--- src/rtl/uart_rx.sv ---
// ---------------------------------------------------------------------------
// uart_rx
// 8N1 UART receiver (1 start bit, 8 data bits LSB first, 1 stop bit).
// Parameter:
//   CLKS_PER_BIT   : i_Clock cycles per bit period (4..65535)
// Ports:
//   i_Clock        : clock, rising edge
//   i_Rst          : synchronous active-high reset
//   i_RX_Serial    : asynchronous serial input, idle high
//   o_RX_DV        : one-cycle pulse when o_RX_Byte is updated
//   o_RX_Byte      : last correctly framed byte, held until the next one
//   o_RX_Frame_Err : one-cycle pulse when the stop bit is sampled low
//   o_RX_Active    : high whenever the receiver is not idle
// ---------------------------------------------------------------------------
module uart_rx #(
    parameter int CLKS_PER_BIT = 217
) (
    input  logic       i_Clock,
    input  logic       i_Rst,
    input  logic       i_RX_Serial,
    output logic       o_RX_DV,
    output logic [7:0] o_RX_Byte,
    output logic       o_RX_Frame_Err,
    output logic       o_RX_Active
);

    localparam int CW = $clog2(CLKS_PER_BIT) + 1;
    localparam logic [CW-1:0] LAST_CNT = CW'(CLKS_PER_BIT - 1);
    localparam logic [CW-1:0] HALF_CNT = CW'((CLKS_PER_BIT - 1) / 2);
    localparam logic [CW-1:0] CNT_ONE  = CW'(1);

    typedef enum logic [2:0] {
        IDLE         = 3'd0,
        RX_START_BIT = 3'd1,
        RX_DATA_BITS = 3'd2,
        RX_STOP_BIT  = 3'd3,
        CLEANUP      = 3'd4
    } state_t;

    logic          meta_r;
    logic          line_r;
    state_t        state_r,   state_s;
    logic [CW-1:0] cnt_r,     cnt_s;
    logic [2:0]    bit_idx_r, bit_idx_s;
    logic [7:0]    shift_r,   shift_s;
    logic [7:0]    byte_r,    byte_s;
    logic          dv_r,      dv_s;
    logic          ferr_r,    ferr_s;
    logic          active_r,  active_s;
    // settle_r counts the cycles until line_r reflects the real input again
    // after reset; armed_r then records that the line has been seen high,
    // so a frame cut by reset is not mistaken for a new start bit.
    logic [1:0]    settle_r,  settle_s;
    logic          armed_r,   armed_s;

    // Two-flop synchronizer for the asynchronous serial line.
    always_ff @(posedge i_Clock) begin
        if (i_Rst) begin
            meta_r <= 1'b1;
            line_r <= 1'b1;
        end else begin
            meta_r <= i_RX_Serial;
            line_r <= meta_r;
        end
    end

    // State and datapath registers.
    always_ff @(posedge i_Clock) begin
        if (i_Rst) begin
            state_r   <= IDLE;
            cnt_r     <= '0;
            bit_idx_r <= 3'd0;
            shift_r   <= 8'h00;
            byte_r    <= 8'h00;
            dv_r      <= 1'b0;
            ferr_r    <= 1'b0;
            active_r  <= 1'b0;
            settle_r  <= 2'd0;
            armed_r   <= 1'b0;
        end else begin
            state_r   <= state_s;
            cnt_r     <= cnt_s;
            bit_idx_r <= bit_idx_s;
            shift_r   <= shift_s;
            byte_r    <= byte_s;
            dv_r      <= dv_s;
            ferr_r    <= ferr_s;
            active_r  <= active_s;
            settle_r  <= settle_s;
            armed_r   <= armed_s;
        end
    end

    // Next-state and output decode.
    always_comb begin
        state_s   = state_r;
        cnt_s     = cnt_r;
        bit_idx_s = bit_idx_r;
        shift_s   = shift_r;
        byte_s    = byte_r;
        dv_s      = 1'b0;
        ferr_s    = 1'b0;

        if (settle_r == 2'd2) begin
            settle_s = settle_r;
        end else begin
            settle_s = settle_r + 2'd1;
        end
        armed_s = armed_r | ((settle_r == 2'd2) & line_r);

        case (state_r)
            IDLE: begin
                cnt_s     = '0;
                bit_idx_s = 3'd0;
                if (armed_r && !line_r) begin
                    state_s = RX_START_BIT;
                end else begin
                    state_s = IDLE;
                end
            end
            RX_START_BIT: begin
                // Re-check the line at mid start bit to reject glitches.
                if (cnt_r == HALF_CNT) begin
                    cnt_s = '0;
                    if (!line_r) begin
                        state_s = RX_DATA_BITS;
                    end else begin
                        state_s = IDLE;
                    end
                end else begin
                    cnt_s = cnt_r + CNT_ONE;
                end
            end
            RX_DATA_BITS: begin
                if (cnt_r == LAST_CNT) begin
                    cnt_s            = '0;
                    shift_s[bit_idx_r] = line_r;
                    if (bit_idx_r < 3'd7) begin
                        bit_idx_s = bit_idx_r + 3'd1;
                    end else begin
                        bit_idx_s = 3'd0;
                        state_s   = RX_STOP_BIT;
                    end
                end else begin
                    cnt_s = cnt_r + CNT_ONE;
                end
            end
            RX_STOP_BIT: begin
                if (cnt_r == LAST_CNT) begin
                    cnt_s   = '0;
                    state_s = CLEANUP;
                    if (line_r) begin
                        byte_s = shift_r;
                        dv_s   = 1'b1;
                    end else begin
                        ferr_s = 1'b1;
                    end
                end else begin
                    cnt_s = cnt_r + CNT_ONE;
                end
            end
            CLEANUP: begin
                cnt_s   = '0;
                state_s = IDLE;
            end
            default: begin
                cnt_s     = '0;
                bit_idx_s = 3'd0;
                state_s   = IDLE;
            end
        endcase

        // Registered from the next state so it tracks state_r exactly.
        active_s = (state_s != IDLE);
    end

    assign o_RX_DV        = dv_r;
    assign o_RX_Byte      = byte_r;
    assign o_RX_Frame_Err = ferr_r;
    assign o_RX_Active    = active_r;

endmodule
--- config.mk ---
export PLATFORM = sky130hd
export DESIGN_NAME = uart_rx
export DESIGN_NICKNAME = d
export VERILOG_FILES = /design/src/rtl/uart_rx.sv
export SDC_FILE = /design/constraint.sdc
export NUM_CORES = 1
export LEC_CHECK = 0
export CAP_MARGIN = 20
export CORE_UTILIZATION = 36
export DETAILED_ROUTE_END_ITERATION = 16
export PLACE_DENSITY_LB_ADDON = 0.2
export SYNTH_ARGS = -nofsm -noshare
export SYNTH_HDL_FRONTEND = slang
export SYNTH_SLANG_ARGS = --single-unit
--- constraint.sdc ---
create_clock -name i_Clock -period 2.2 [get_ports i_Clock]
set_clock_uncertainty 0.1 [all_clocks]
set_input_delay 0.33 -clock i_Clock [delete_from_list [all_inputs] [get_ports i_Clock]]
set_output_delay 0.33 -clock i_Clock [all_outputs]
set_load 0.02 [all_outputs]
Word level (Yosys, flattened, before mapping)
Index checks and enable logic that the tools add are counted.
{ "word_totals": {"register_bits": 39, "in_bits": 3, "output_inout_bits": 11, "word_cells": 60} }
{ "op_classes": {"addsub": 3, "n_lt_le_gt_ge": 3, "eq_ne": 8, "mux": 18, "bitwise": 5, "n_reduce_logical": 11} }
{ "ops": {"columns": ["cell", "n"], "rows": [
  ["two-way mux 3 bit", 6],
  ["two-way mux 9 bit", 2],
  ["one-hot mux 9 bit (2 select lines)", 1],
  ["one-hot mux 3 bit (4 select lines)", 1],
  ["adder 9 x 1 -> 9 bit (second input constant)", 1],
  ["equality test 9 x 7 -> 1 bit (second input constant)", 1],
  ["equality test 9 x 8 -> 1 bit (second input constant)", 1],
  ["bitwise mux 8 bit", 1],
  ["equality test 3 x 2 -> 1 bit (second input constant)", 2],
  ["one-hot mux 3 bit (2 select lines)", 1],
  ["OR reduction 3 bit", 2],
  ["< comparator 3 x 4 -> 1 bit (second input constant)", 1],
  ["two-way mux 1 bit", 4],
  ["AND reduction 2 bit", 2],
  ["adder 3 x 1 -> 3 bit (second input constant)", 1],
  ["demux 1 bit (select 3 bit)", 1],
  ["equality test 3 x 1 -> 1 bit (second input constant)", 1],
  ["equality test 3 bit (second input constant)", 1],
  ["greater-or-equal comparator 3 x 1 -> 1 bit (second input constant)", 1],
  ["logical NOT 3 bit", 1],
  ["< comparator 3 bit (second input constant)", 1],
  ["NOT 1 bit", 3],
  ["AND reduction 3 bit", 1],
  ["nonzero test 3 bit", 1],
  ["other kinds (9)", 10]
]} }

Logic depth before layout (Yosys ltp)
Gate-level depths: netlist (run 1).
{ "depth": {"ltp_word": 5, "ltp_mapped": 8, "ltp_nobuf": 6} }

Least setup slack after synthesis (run 1)
Ideal clock, no wire load.
{ "synth_timing": {"path_kind": "register to register", "start": "reg cnt_r[0]", "end": "reg bit_idx_r[0]", "setup_ps": 134, "arrival_time_ps": 1394, "required_ps": 1966, "setup_slack_ps": 572, "path_stages_with_launch": 9, "n_path_buf": 2, "synth_period_minus_slack_ps": 1628, "path_cell_list": "dfxtp_1 -> inv_1 -> ha_1 -> and4bb_1 -> buf_4 -> buf_6 -> and4b_1 -> o21ai_1 -> a21oi_1"} }
{ "synth_via": {"elab_chain_cells": 3} }
{ "synth_rtl": {"columns": ["item", "line_no", "source"], "rows": [
  ["start: declaration", "43", "logic [CW-1:0] cnt_r, cnt_s;"],
  ["start signal: assignment", "82", "cnt_r <= cnt_s;"],
  ["equality test 9 x 8 -> 1 bit", "135", "if (cnt_r == LAST_CNT) begin"],
  ["!= test 2 bit (no line)", null, null],
  ["AND reduction 2 bit (no line)", null, null],
  ["end signal: assignment", "83", "bit_idx_r <= bit_idx_s;"],
  ["end: declaration", "44", "logic [2:0] bit_idx_r, bit_idx_s;"]
]} }
No other way between the ends.
A chain may end at the register's enable or synchronous reset.

Worst setup path in the final report (run 1)
{ "layout_timing": {"start": "reg cnt_r[0]", "end": "reg cnt_r[3]"} }
{ "layout_via": {"elab_chain_cells": 3, "word_cells_on_any_way": 6, "classes_between": "add/sub (1); eq/ne (2); mux (3)"} }
{ "layout_rtl": {"columns": ["item", "line_no", "source"], "rows": [
  ["adder 9 x 1 -> 9 bit (tied with other cells)", "131, 145, 159", null],
  ["two-way mux 9 bit (on tied branches)", "135, 149, 123", null],
  ["one-hot mux 9 bit (2 select lines) (*)", "111", "case (state_r)"]
]} }
Mark *: on every way between the ends. The rest lies on a longest branch, timed or not.

==> results of run 1 <==
==> state kept, by name, indices dropped and copies added, names as in the netlist <==
name and count:
cnt_r 9, o_RX_Byte 8, shift_r 8, bit_idx_r 3, state_r 3, settle_r 2, armed_r 1, line_r 1
meta_r 1, o_RX_Active 1, o_RX_DV 1, o_RX_Frame_Err 1
==> metal layers <==
layer	GRT usage	vias to the layer above	part of all wire
li1	-	679	-
met3	0.04144	7	0.038
met5	0	-	0
met1	0.1947	616	0.53
met4	0.05882	0	0.017
met2	0.2016	24	0.42
==> layout make-up <==
class / count / area, µm²
Clock buffer: 5 / 68.82
Sequential cell: 39 / 780.7
Fill cell: 466 / 2730
Clock inverter: 3 / 20.02
Tap cell: 67 / 83.83
Inverter: 6 / 22.52
Timing Repair Buffer: 16 / 152.6
Multi-Input combinational cell: 132 / 927.1
==> worst max-delay path, delay by kind of cell (launching register included) <==
| kind | cells | cell delay (ns) |
|---|---|---|
| compound gates | 2 | 0.54 |
| flops | 1 | 0.34 |
| buf+inv | 1 | 0.07 |
| simple gates | 2 | 0.56 |
| fa+ha+maj | 1 | 0.15 |
==> how the worst max path moves through the flow <==
stage                    to  slack (ns)  depth (start not counted)
2_1_floorplan  bit_idx_r[0]        0.57                          8
3_3_place_gp       cnt_r[5]        0.26                          6
3_5_place_dp       cnt_r[4]        0.17                          6
4_1_cts            cnt_r[3]        0.16                          6
5_1_grt            cnt_r[8]        0.16                          6
6_report           cnt_r[3]        0.33                          6
==> layout by cell type (no fill, tap or decap), types with 2 or more instances in the layout <==
cell and n:
sky130_fd_sc_hd__o21ai_0 3, sky130_fd_sc_hd__and2_1 2, sky130_fd_sc_hd__a31oi_1 2, sky130_fd_sc_hd__clkbuf_8 5, sky130_fd_sc_hd__a21oi_1 5, sky130_fd_sc_hd__and3_1 2
sky130_fd_sc_hd__nand4_1 11, sky130_fd_sc_hd__and2_2 2, sky130_fd_sc_hd__nand2_1 4, sky130_fd_sc_hd__nor2_1 34, sky130_fd_sc_hd__mux2i_1 17, sky130_fd_sc_hd__inv_1 6
sky130_fd_sc_hd__nand3_1 2, sky130_fd_sc_hd__nor4_1 2, sky130_fd_sc_hd__or2_2 2, sky130_fd_sc_hd__clkinvlp_4 2, sky130_fd_sc_hd__dfxtp_1 39, sky130_fd_sc_hd__o21ai_1 2
sky130_fd_sc_hd__and4b_1 2, sky130_fd_sc_hd__xor2_1 7, sky130_fd_sc_hd__and4bb_2 2, sky130_fd_sc_hd__nand2b_1 2, sky130_fd_sc_hd__ha_1 4, sky130_fd_sc_hd__buf_4 3
sky130_fd_sc_hd__clkdlybuf4s50_1 13, sky130_fd_sc_hd__nor2b_1 2
==> repair_timing <==
action / in CTS / in global routing
hold buffers: 0 / 0
endpoints found under the hold margin: 0 / 0
setup endpoints to repair: 0 / 1
resized for setup: 0 / 1
==> metrics by stage <==
step,cell area [µm²],std cells,power (mW)
global route,2056,268,1.414
floorplan,1824,189,0.8464
global placement,1967,260,0.8667
CTS,2056,268,1.351
finish,2056,268,1.324
detailed placement,1967,260,0.8717
==> kinds of logic after synthesis <==
logic type	count (synthesis)	share of synthesized area
xor+xnor	8	0.03841
compound gates	20	0.07613
simple gates	83	0.2730
buf+inv	18	0.06378
fa+ha+maj	4	0.02744
mux	17	0.09328
flops	39	0.4280
==> power by group <==
part | internal [mW] | leakage (nW) | switching [mW]
registers | 0.733 | 0.315 | 0.0181
clock network | 0.220 | 0.0402 | 0.251
logic | 0.0463 | 0.498 | 0.0555
total | 0.999 | 0.853 | 0.325
==> metrics, run 1 <==
# H-tree levels 2; overall die area between 0.005 and 0.006 mm²; path depth of the worst reg2reg path 6; Synth top area share 0.4280; launch point of the worst path cnt_r[0]; worst hold slack ~0.32 ns; combined area of all synthesized cells around 0.0018 mm²; Starting Density 0.3812; WL final 3247 µm; worst-case setup margin in the final layout 0.3312 ns; total global-route track usage 0.1404; TritonCTS clock tree built; fraction of layout cells with a size suffix above 1 0.1542; half-perimeter wire length after detailed placement 2280 µm; setup violators final 0; maximum number of pins on one net before global-route repair 29; number of different library cells in the post-synthesis netlist 52; number of pins with negative max-slew slack in the final report 0; CP Data Arrival Time approximately 1.9 ns; Max Freq ~540 MHz; synthesized flop and latch total 39; CP Capture Type flip-flop; reg-to-reg slack, setup around 0.33 ns; final sum of negative setup slack 0 ns; count of antenna diodes in the layout 0; clock transition at the register clock pins on the worst setup and hold paths after CTS around 0.080 ns; Setup Crit Path Kind reg2reg; ANT nets after route 0; number of global-route vias before repair approximately 1200; worst vdd rail ir drop approximately 0.4 mV; routed len/inst about 12 µm; IO Pins 14; final design utilization 0.4295; initial antenna violation count 0; final critical-path required period roughly 1.9 ns; overall via count from detail_route around 1300; global placement routability congestion just over 0.8; max-capacitance violation count 0; hold violation count in the final report 0; area of the core region 0.004786 mm²; clock root cell sky130_fd_sc_hd__clkbuf_8; mean post-synth cell area about 9.7 µm²; capturing point of the worst reg2reg path cnt_r[3]; power density over the cells 644.1 mW/mm²; Die X roughly 73 µm; iteration count of the initial detailed-routing pass 4; net count of the finished layout just over 200; most repeated cell in the gate-level netlist after synthesis sky130_fd_sc_hd__dfxtp_1; slowest stage cell on the critical path sky130_fd_sc_hd__and4bb_2; worst-skew pair later-pin latency around 0.29 ns; number of synthesized flops with an enable pin 0; floorplan die height 73.19 µm; cells taking the most area after synthesis sky130_fd_sc_hd__dfxtp_1, sky130_fd_sc_hd__mux2i_1, sky130_fd_sc_hd__nor2_1; Post-Place Worst Slack roughly 0.17 ns; slew at the pin closest to its max-slew limit roughly 0.45 ns; worst rel slew slack 0.7002; Remaining DRCs 0; worst-path cell chain inv_1, ha_1, and4bb_2, a21boi_1, o21ai_2, nor2_1; Post-synth ARST share 0; most area-hungry cell type in the Yosys netlist sky130_fd_sc_hd__dfxtp_1; startpoint kind of the worst setup timing path flip-flop; share of synthesized area occupied by flip-flops and latches 0.4280; Cell Rows 25; Remaining Overflow, GRT 0; top flip-flop cell by instance count after synthesis sky130_fd_sc_hd__dfxtp_1; critical path fanouts, max 16; slowest stage delay, CP 0.47 ns; clock buffer count from CTS 5; syn_nets approximately 200; worst hold path type reg2reg; yosys warns 0; # port buffers 13; post-route fraction of the period consumed by the critical path 0.8495; buffer levels on the longest clock path 2; Starting DRT DRC Count between 100 and 150; outcome complete, no violations; required time worst endpoint about 2.3 ns; number of clock sinks 39; number of cells on the worst hold path 1; post-CTS setup-driven buffer insertion count 0; static leakage power 0.8533 nW; end point of the most critical hold path line_r; worst reg2reg startpoint cnt_r[0]; per-cell via count in the routed design just under 5; post-synthesis cell count approximately 190; layout overhead on the synthesized area 12.69%; wire length of the first global-routing pass between 5000 and 6000 µm; leading cell types by count after synthesis sky130_fd_sc_hd__dfxtp_1, sky130_fd_sc_hd__nor2_1, sky130_fd_sc_hd__mux2i_1; setup repair after global routing missed its margin false; startpoint of the tightest hold check path meta_r
Note: power is estimated with default switching activity, not from simulation.
==> inputs of run 2 (changes only) <==
clock period = 1.6 ns   (was 2.2 ns; I/O delays follow)
==> metrics, run 2 (same netlist as run 1, synthesis figures left out) <==
outcome complete, no violations (unchanged); layout filler cell count 479 (was 466); CP Data Arrival Time 1.62 ns (was 1.94 ns); worst vdd rail ir drop 0.5558 mV (was 0.4006 mV); CP Capture Type flip-flop (unchanged); worst-skew pair later-pin latency 0.29 ns (about the same); clock transition at the register clock pins on the worst setup and hold paths after CTS 0.08 ns (about the same); layout overhead on the synthesized area 22.77% (was 12.69%); global placement routability congestion 0.8122 (was 0.8111); net count of the finished layout 221 (was 207); count of antenna diodes in the layout 0 (unchanged); critical path fanouts, max 10 (was 16); number of standard cells in the layout, taps in and fillers out 282 (was 268); # H-tree levels 2 (unchanged); static leakage power 1.075 nW (was 0.8533 nW); floorplan die height 73.19 µm (unchanged); post-route fraction of the period consumed by the critical path 0.9613 (was 0.8495); launch point of the worst path state_r[2] (was cnt_r[0]); Setup Crit Path Kind reg2reg (unchanged); worst rel slew slack 0.7589 (was 0.7002); clock root cell sky130_fd_sc_hd__clkbuf_8 (unchanged); clock buffer count from CTS 5 (unchanged); most common cell after layout, fill and taps aside sky130_fd_sc_hd__dfxtp_1 (unchanged); worst reg2reg startpoint state_r[2] (was cnt_r[0]); Starting Density 0.3812 (unchanged); post-CTS setup-driven buffer insertion count 0 (unchanged); Remaining Overflow, GRT 0 (unchanged); WL final 3588 µm (was 3247 µm); fraction of layout cells with a size suffix above 1 0.2465 (was 0.1542); final sum of negative setup slack 0 ns (unchanged); max-capacitance violation count 0 (unchanged); hold violation count in the final report 0 (unchanged); footprint of the flip-flops and latches 785.8 µm² (was 780.7 µm²); ANT nets after route 0 (unchanged); IO Pins 14 (unchanged); required time worst endpoint 1.68 ns (was 2.27 ns); multi-input logic area 959.7 µm² (was 927.1 µm²); overall via count from detail_route 1376 (was 1326); setup repair after global routing missed its margin true (was false); final critical-path required period 1.538 ns (was 1.869 ns); per-cell via count in the routed design 4.879 (was 4.948); slew at the pin closest to its max-slew limit 0.3612 ns (was 0.4494 ns); startpoint of the tightest hold check path meta_r (unchanged); iteration count of the initial detailed-routing pass 4 (unchanged); post-layout total power 1.869 mW (was 1.324 mW); most frequent cells in the layout sky130_fd_sc_hd__dfxtp_1, sky130_fd_sc_hd__nor2_1, sky130_fd_sc_hd__mux2i_1 (unchanged); max reg flops 9 (unchanged); half-perimeter wire length after detailed placement 2433 µm (was 2280 µm); Die X 73.19 µm (unchanged); Post-Place Cells 273 (was 260); number of clock sinks 39 (unchanged); startpoint kind of the worst setup timing path flip-flop (unchanged); wire length of the first global-routing pass 5837 µm (was 5727 µm); routed len/inst 12.72 µm (was 12.12 µm); power density over the cells 834.6 mW/mm² (was 644.1 mW/mm²); largest reg by FF count cnt_r (unchanged); number of pins with negative max-slew slack in the final report 0 (unchanged); # port buffers 13 (unchanged); maximum number of pins on one net before global-route repair 29 (unchanged); Starting DRT DRC Count 45 (was 110); total global-route track usage 0.1441 (was 0.1404); Remaining DRCs 0 (unchanged); Max Freq 650.2 MHz (was 535.1 MHz); Hold Buf Count CTS 0 (unchanged); setup violators final 0 (unchanged); overall die area 0.005356 mm² (unchanged); TritonCTS clock tree built (unchanged); initial antenna violation count 0 (unchanged); buffer levels on the longest clock path 2 (unchanged); Cell Rows 25 (unchanged); area of the core region 0.004786 mm² (unchanged); number of global-route vias before repair 1262 (was 1220); worst hold path type reg2reg (unchanged)
==> run 2: changes by cell type in the layout (fill, tap and decap cells not counted), sizes merged <==
cell	delta
clkdlybuf4s50	-8
clkinv	-1
inv	+1
buf	+13
and4bb	+1
dlymetal6s2s	+7
dlygate4sd2	+1
==> run 2: timing repair <==
| action | 4_1_cts | 5_1_grt |
|---|---|---|
| resized for setup | 4 | 15 |
| pin swaps | 1 | 2 |
| cloned | 0 | 1 |
| endpoints found under the setup margin | 32 | 38 |
==> run 2: area by class of cell <==
| type | count | share of cell area |
|---|---|---|
| clock inverter | 3 | 0.01061 |
| inverter | 6 | 0.01006 |
| clock buffer | 5 | 0.03073 |
| tap | 67 | 0.03743 |
| multi-input combinational | 133 | 0.4285 |
| timing repair buffer | 29 | 0.1318 |
| sequential | 39 | 0.3508 |
==> run 2: path summary, 6_finish.rpt <==
path	cells after the start	end	slack [ns]
max	4	o_RX_Active	0.06
min	1	line_r	0.32
max reg2reg	4	o_RX_Active	0.06
min reg2reg	1	line_r	0.32
==> run 2: routing by layer <==
metal  up-vias  share of wire  track usage
met5         -              0            0
met4         0          0.021      0.07625
met3         9          0.028      0.03591
met2        19           0.44       0.2171
met1       631           0.51       0.1889
li1        717              -            -
==> run 2: critical path: stages, from the launching register on <==
cell and delay, ns:
sky130_fd_sc_hd__dfxtp_1 0.54, sky130_fd_sc_hd__and4bb_2 0.31, sky130_fd_sc_hd__nand4_1 0.16, sky130_fd_sc_hd__and4_4 0.26, sky130_fd_sc_hd__a21boi_2 0.05
==> run 2: where the power goes <==
part	internal [mW]	total, mW	switching, mW	leakage (nW)
combinational	0.0714	0.156	0.0850	0.717
sequential	1.01	1.03	0.0231	0.317
clock	0.312	0.682	0.370	0.0408
==> run 2: metrics by stage <==
stage	utilization	hold WS [ns]	instance area [µm²]	setup WS (ns)
CTS	0.4575	0.3242	2190	0.0002129
finish	0.4680	0.3173	2240	0.06191
global placement	0.4369	0.2960	2091	-0.07038
floorplan	-	0.2438	1826	0.008003
global route	0.4680	0.3472	2240	-0.01384
detailed placement	0.4369	0.2936	2091	-0.09811
